<file path="config.mk">
export PLATFORM = sky130hd
export DESIGN_NAME = mips_step_sequencer_flat
export DESIGN_NICKNAME = d
export VERILOG_FILES = /design/src/rtl/mips_step_sequencer_if.sv /design/src/rtl/mips_step_sequencer.sv /design/src/flat_wrapper.sv
export SDC_FILE = /design/constraint.sdc
export NUM_CORES = 1
export LEC_CHECK = 0
export ABC_AREA = 1
export BUFFER_PORTS_ARGS = -buffer_cell sky130_fd_sc_hd__buf_2
export CORE_MARGIN = 10
export CORE_UTILIZATION = 45
export DETAILED_ROUTE_END_ITERATION = 8
export GPL_ROUTABILITY_DRIVEN = 0
export GPL_TIMING_DRIVEN = 0
export PLACE_DENSITY_LB_ADDON = 0.05
export SYNTH_ARGS = -nofsm -noshare
export SYNTH_HDL_FRONTEND = slang
export SYNTH_SLANG_ARGS = --single-unit
</file>
<file path="constraint.sdc">
create_clock -name Clk -period 1.8 [get_ports Clk]
set_input_delay 0.54 -clock Clk [delete_from_list [all_inputs] [get_ports Clk]]
set_output_delay 0.54 -clock Clk [all_outputs]
set_load 0.05 [all_outputs]
</file>
<file path="src/rtl/mips_step_sequencer_if.sv">
// Control bundle between the step sequencer and the MIPS datapath/board I/O.
// master = sequencer side; slave = datapath / board side.
interface mips_step_sequencer_if;
    logic       Run;
    logic       Step;
    logic       Halt;
    logic [7:0] Instruction;
    logic       IR_Load;
    logic       PC_En;
    logic       Branch;
    logic       RegDst;
    logic       ALUSrc;
    logic       ALUOp;
    logic       MemRead;
    logic       MemWrite;
    logic       MemtoReg;
    logic       RegWrite;
    logic [2:0] State;
    logic       Busy;
    logic [7:0] Instr_Count;

    modport master (
        input  Run, Step, Halt, Instruction,
        output IR_Load, PC_En, Branch, RegDst, ALUSrc, ALUOp,
               MemRead, MemWrite, MemtoReg, RegWrite, State, Busy, Instr_Count
    );

    modport slave (
        output Run, Step, Halt, Instruction,
        input  IR_Load, PC_En, Branch, RegDst, ALUSrc, ALUOp,
               MemRead, MemWrite, MemtoReg, RegWrite, State, Busy, Instr_Count
    );
endinterface

</file>
<file path="src/rtl/mips_step_sequencer.sv">
// Multi-cycle FETCH/DECODE/EXEC/MEM/WB sequencer for the 8-bit MIPS datapath.
// Strobes are decoded from state and latched opcode only; one instruction per Step edge or per run-timer expiry.
module mips_step_sequencer #(
    parameter int RUN_PERIOD = 16,
    parameter int TMR_W      = 8
) (
    input  logic                  Clk,
    input  logic                  Clear,
    mips_step_sequencer_if.master bus
);

    typedef enum logic [2:0] {
        S_IDLE   = 3'd0,
        S_FETCH  = 3'd1,
        S_DECODE = 3'd2,
        S_EXEC   = 3'd3,
        S_MEM    = 3'd4,
        S_WB     = 3'd5
    } state_e;

    localparam logic [1:0] OP_ADD = 2'b00;
    localparam logic [1:0] OP_LW  = 2'b01;
    localparam logic [1:0] OP_SW  = 2'b10;
    localparam logic [TMR_W-1:0] TMR_RELOAD = TMR_W'(RUN_PERIOD - 1);

    state_e             state_q, state_d;
    logic [1:0]         opc_q, opc_d;
    logic [TMR_W-1:0]   timer_q, timer_d;
    logic               step_prev_q;
    logic [7:0]         cnt_q, cnt_d;
    logic               start;
    logic               unused_instr_bits;

    logic ir_load, pc_en, branch, reg_dst, alu_src, alu_op;
    logic mem_read, mem_write, mem_to_reg, reg_write;

    assign unused_instr_bits = ^bus.Instruction[5:0];

    // Step only counts as a rising edge seen in IDLE; edges during Busy are dropped.
    assign start = (state_q == S_IDLE) && !bus.Halt &&
                   (bus.Run ? (timer_q == '0) : (bus.Step && !step_prev_q));

    always_comb begin
        timer_d = TMR_RELOAD;
        if ((state_q == S_IDLE) && bus.Run && !bus.Halt && (timer_q != '0))
            timer_d = timer_q - TMR_W'(1);
    end

    always_comb begin
        state_d    = S_IDLE;
        opc_d      = opc_q;
        ir_load    = 1'b0;
        pc_en      = 1'b0;
        branch     = 1'b0;
        reg_dst    = 1'b0;
        alu_src    = 1'b0;
        alu_op     = 1'b0;
        mem_read   = 1'b0;
        mem_write  = 1'b0;
        mem_to_reg = 1'b0;
        reg_write  = 1'b0;
        case (state_q)
            S_IDLE:   state_d = start ? S_FETCH : S_IDLE;
            S_FETCH: begin
                ir_load = 1'b1;
                opc_d   = bus.Instruction[7:6];
                state_d = S_DECODE;
            end
            S_DECODE: state_d = S_EXEC;
            S_EXEC: begin
                case (opc_q)
                    OP_ADD: begin
                        reg_dst = 1'b1;
                        state_d = S_WB;
                    end
                    OP_LW, OP_SW: begin
                        alu_src = 1'b1;
                        state_d = S_MEM;
                    end
                    default: begin
                        branch  = 1'b1;
                        pc_en   = 1'b1;
                        state_d = S_IDLE;
                    end
                endcase
            end
            S_MEM: begin
                alu_src = 1'b1;
                if (opc_q == OP_SW) begin
                    mem_write = 1'b1;
                    pc_en     = 1'b1;
                    state_d   = S_IDLE;
                end else begin
                    mem_read   = 1'b1;
                    mem_to_reg = 1'b1;
                    state_d    = S_WB;
                end
            end
            S_WB: begin
                reg_write = 1'b1;
                pc_en     = 1'b1;
                if (opc_q == OP_LW) begin
                    mem_read   = 1'b1;
                    mem_to_reg = 1'b1;
                end else begin
                    reg_dst = 1'b1;
                end
                state_d = S_IDLE;
            end
            default:  state_d = S_IDLE;
        endcase
        cnt_d = pc_en ? cnt_q + 8'd1 : cnt_q;
    end

    always_ff @(posedge Clk or negedge Clear) begin
        if (!Clear) begin
            state_q     <= S_IDLE;
            opc_q       <= 2'b00;
            timer_q     <= TMR_RELOAD;
            step_prev_q <= 1'b1;
            cnt_q       <= 8'd0;
        end else begin
            state_q     <= state_d;
            opc_q       <= opc_d;
            timer_q     <= timer_d;
            step_prev_q <= bus.Step;
            cnt_q       <= cnt_d;
        end
    end

    assign bus.IR_Load     = ir_load;
    assign bus.PC_En       = pc_en;
    assign bus.Branch      = branch;
    assign bus.RegDst      = reg_dst;
    assign bus.ALUSrc      = alu_src;
    assign bus.ALUOp       = alu_op;
    assign bus.MemRead     = mem_read;
    assign bus.MemWrite    = mem_write;
    assign bus.MemtoReg    = mem_to_reg;
    assign bus.RegWrite    = reg_write;
    assign bus.State       = state_q;
    assign bus.Busy        = (state_q != S_IDLE);
    assign bus.Instr_Count = cnt_q;

endmodule
</file>
<file path="src/flat_wrapper.sv">
// flat-port wrapper written by rule: the top's interface ports become plain ports
module mips_step_sequencer_flat 
#(
    parameter int RUN_PERIOD = 16,
    parameter int TMR_W      = 8
)
  (Clk, Clear, bus_Run, bus_Step, bus_Halt, bus_Instruction, bus_IR_Load, bus_PC_En, bus_Branch, bus_RegDst, bus_ALUSrc, bus_ALUOp, bus_MemRead, bus_MemWrite, bus_MemtoReg, bus_RegWrite, bus_State, bus_Busy, bus_Instr_Count);
  mips_step_sequencer_if bus_i ();
  input  logic Clk;
  input  logic Clear;
  input wire logic [$bits(bus_i.Run)-1:0] bus_Run;
  input wire logic [$bits(bus_i.Step)-1:0] bus_Step;
  input wire logic [$bits(bus_i.Halt)-1:0] bus_Halt;
  input wire logic [$bits(bus_i.Instruction)-1:0] bus_Instruction;
  output wire logic [$bits(bus_i.IR_Load)-1:0] bus_IR_Load;
  output wire logic [$bits(bus_i.PC_En)-1:0] bus_PC_En;
  output wire logic [$bits(bus_i.Branch)-1:0] bus_Branch;
  output wire logic [$bits(bus_i.RegDst)-1:0] bus_RegDst;
  output wire logic [$bits(bus_i.ALUSrc)-1:0] bus_ALUSrc;
  output wire logic [$bits(bus_i.ALUOp)-1:0] bus_ALUOp;
  output wire logic [$bits(bus_i.MemRead)-1:0] bus_MemRead;
  output wire logic [$bits(bus_i.MemWrite)-1:0] bus_MemWrite;
  output wire logic [$bits(bus_i.MemtoReg)-1:0] bus_MemtoReg;
  output wire logic [$bits(bus_i.RegWrite)-1:0] bus_RegWrite;
  output wire logic [$bits(bus_i.State)-1:0] bus_State;
  output wire logic [$bits(bus_i.Busy)-1:0] bus_Busy;
  output wire logic [$bits(bus_i.Instr_Count)-1:0] bus_Instr_Count;
  assign bus_i.Run = bus_Run;
  assign bus_i.Step = bus_Step;
  assign bus_i.Halt = bus_Halt;
  assign bus_i.Instruction = bus_Instruction;
  assign bus_IR_Load = bus_i.IR_Load;
  assign bus_PC_En = bus_i.PC_En;
  assign bus_Branch = bus_i.Branch;
  assign bus_RegDst = bus_i.RegDst;
  assign bus_ALUSrc = bus_i.ALUSrc;
  assign bus_ALUOp = bus_i.ALUOp;
  assign bus_MemRead = bus_i.MemRead;
  assign bus_MemWrite = bus_i.MemWrite;
  assign bus_MemtoReg = bus_i.MemtoReg;
  assign bus_RegWrite = bus_i.RegWrite;
  assign bus_State = bus_i.State;
  assign bus_Busy = bus_i.Busy;
  assign bus_Instr_Count = bus_i.Instr_Count;
  mips_step_sequencer #(.RUN_PERIOD(RUN_PERIOD), .TMR_W(TMR_W)) u_core (.Clk(Clk), .Clear(Clear), .bus(bus_i));
endmodule
</file>
==> impl_metrics.py <==
metrics = {
    "floorplan": {
        "die_area_um2": 5520,
        "initial_core_util_pct": 47.7,
        "rows": 19,
        "io_pins": 35,
        "die_w_um": 74.3,
        "die-height_um": 74.3,
        "design.core.area_um2": 2780,
    },
    "final_layout": {
        "nFillCells": 211,
        "drive_gt1_share_pct": 45.5,
        "post-route-cell-area_um2": 2010,
        "final_common_cell": "nand2_1",
        "postLayoutCoreUtil_pct": 72.2,
        "final_cell_mix": "nand2_1, buf_4, nor2_1, buf_2",
        "diodes": 0,
        "layout.nets": 241,
        "fin_cells": 251,
        "syn_to_final_growth_pct": 51.3,
    },
    "setup_path": {
        "crit_path_cell_trace": "inv_6 -> buf_6 -> nor3_4 -> nand2_2 -> nand2_8 -> buf_8 -> buf_8",
        "cp_common_cell": "buf_8",
        "cp_top_family": "simple AND/OR/NAND/NOR gates",
        "start_kind": "register",
        "timing.setup.critical_path_class": "register to output pin",
        "required_ps": 1260,
        "crit_arrival_ps": 1550,
        "r2r_slack_ps": 300,
        "rr_startpoint": "u_core.bus.State[2]$_DFF_PN0_",
        "crit_start": "u_core.bus.State[2]$_DFF_PN0_",
        "end_kind": "output pin",
        "crit_end": "bus_MemtoReg",
        "cp_max_fo": 3,
        "crit_slowest_cell": "dfrtp_2",
        "path_buf_inv": 4,
        "rr_endpoint": "u_core.timer_q[5]$_DFF_PN0_",
        "max_stage_delay_ps": 420,
        "cp_num_cells": 7,
        "rr_worst_depth": 8,
    },
    "timing": {
        "clock_skew_ps": 7.28,
        "rsz0062_at_grt": "true",
        "finalCriticalPeriod_ps": 2090,
        "fmax_ghz": 0.480,
        "relSlewSlack_pct": 65.1,
        "fin_crit_sh_pct": 116,
        "worst_slack_ps": -285,
        "tightest_slew_ps": 524,
        "finalMaxSlewViolations": 0,
        "finalHoldViolCount": 0,
        "setup_viol": 10,
    },
    "routing": {
        "wl_mm": 3.52,
        "num_vias": 1240,
        "via_per_inst": 4.94,
        "wl_met3_um": 141,
        "wl_met2_mm": 1.94,
        "top_layer": "met4",
        "wl_per_cell_um": 14.0,
        "detail-route-antenna-nets": 0,
        "drc": 0,
        "first_iter_violations": 48,
        "drt-pass1-iter-count": 4,
        "wl_met1_mm": 1.39,
    },
    "synth": {
        "synth_cells": 165,
        "avgSynthCellArea_um2": 8.04,
        "synth_cell_types": 27,
        "synth.ff_latch_count": 22,
        "synth-seq-area-share_pct": 42.0,
        "synth_top_area_share_pct": 32.1,
        "syn_area_um2": 1330,
        "synth_flop_cell": "dfrtp_1",
        "yosysWarnings": 0,
        "syn-num-nets": 185,
        "async_flop_share_pct": 100,
        "synth_edf_count": 0,
        "synthTopCellsByArea": "dfrtp_1, nand2_1, dfstp_2",
        "yosysTopAreaCell": "dfrtp_1",
    },
    "pwr": {
        "p_total_uw": 3200,
        "ir_drop_v": 0.00145,
        "powerDensity_nw_per_um2": 1590,
        "leakagePower_uw": 0.000999,
    },
    "cts": {
        "clk_path_buf_depth": 2,
        "cts_root_buf": "clkbuf_4",
        "cts_made_buffers": 3,
        "clk_latency_ps": 310,
        "clk_pin_slew_worst_paths_ps": 130,
        "cts_tree": "done",
        "htree_levels": 1,
        "cts_hold_buf": 0,
        "cts_num_sinks": 22,
    },
    "grt": {
        "grt_use_total_pct": 11.7,
        "antenna_found_initial": 0,
        "grt_pass1_vias": 1226,
        "grt_max_degree": 23,
        "grt-ovfl-total": 0,
        "grt_pass1_wl_mm": 5.25,
    },
    "placed_design": {
        "dpl_cell_area_um2": 1570,
        "numPortBuffers": 27,
        "placed_cells": 223,
        "hpwl_mm": 2.09,
    },
    "status": {
        "status": "finished, violations left",
        "violations": "setup timing",
    },
    "flow_run": {
        "cap_violations": 0,
    },
    "worst_hold_path": {
        "min_path_type": "primary input to asynchronous set/reset pin",
    },
}
==> through the flow <==
stage | worst slack (ps) | hold slack (ps) | TNS, ps
final | -285 | 184 | -1680
after global routing | -354 | 200 | -2310
after CTS | -262 | 199 | -1530
after detailed placement | -179 | 455 | -373
after global placement | -150 | 452 | -305
after floorplan | -282 | 244 | -630
==> Yosys cell counts, drive strengths merged, types with 2 or more instances <==
cell,n
dfstp,5
inv,23
nand3,17
dfrtp,17
nand2,47
nor2,18
buf,4
o21ai,6
ha,7
nand3b,2
nor3,4
xor2,5
nand4,5
==> per-layer routing <==
layer	up-vias	GRT usage [%]
met5	-	0
met4	0	2.64
met3	4	2.93
met2	26	21.4
met1	579	13.2
li1	631	-
==> area by class of cell <==
class / count / area (um2) / share of cell area [%]
Inverter: 23 / 105 / 5.24
Timing Repair Buffer: 53 / 448 / 22.3
Buffer: 2 / 22.5 / 1.12
Tap cell: 31 / 38.8 / 1.93
Multi-Input combinational cell: 116 / 793 / 39.5
Sequential cell: 22 / 563 / 28.1
Clock buffer: 4 / 36.3 / 1.81
==> worst min path at each step <==
| stage | from | to | cells past startpoint |
|---|---|---|---|
| 2_1_floorplan | Clear | u_core.bus.Instr_Count[0]$_DFFE_PN0P_ | 0 |
| 3_3_place_gp | u_core.timer_q[0]$_DFF_PN1_ | u_core.timer_q[0]$_DFF_PN1_ | 1 |
| 3_5_place_dp | u_core.timer_q[0]$_DFF_PN1_ | u_core.timer_q[0]$_DFF_PN1_ | 1 |
| 4_1_cts | Clear | u_core.opc_q[0]$_DFFE_PN0P_ | 1 |
| 5_1_grt | Clear | u_core.bus.State[2]$_DFF_PN0_ | 1 |
| 6_report | Clear | u_core.opc_q[1]$_DFFE_PN0P_ | 1 |
==> cell families after synthesis <==
logic type / after synthesis / share of synthesized area [%]
AOI/OAI and AO/OA: 8 / 4.06
xor gates and xnor gates: 6 / 4.53
adders and majority gates: 7 / 6.60
buffers and inverters: 27 / 9.34
DFF: 22 / 42.0
other: 1 / 0.283
and+or+nand+nor: 94 / 33.2
==> sequential cells by signal, indices dropped and copies added (netlist names) <==
| name | flops |
|---|---|
| u_core.timer_q | 8 |
| u_core.step_prev_q | 1 |
| u_core.bus.Instr_Count | 8 |
| u_core.opc_q | 2 |
| u_core.bus.State | 3 |
==> power by group <==
group	switching [uW]	total, uW	internal, uW
registers	167	773	606
clock network	156	280	123
logic	1250	2140	890
==> what timing repair did <==
item,4_1_cts,5_1_grt
gates resized for setup,44,23
cloned,0,0
pin swaps,8,8
buffers inserted,16,11
hold endpoints to repair,0,0
endpoints found under the setup margin,10,11
==> worst reg2reg max path, delay by kind of cell (launching register included) <==
kind	cells	cell delay, ps
buf+inv	4	450
simple gates	4	540
flops	1	460
(Power assumes the default switching activity.)
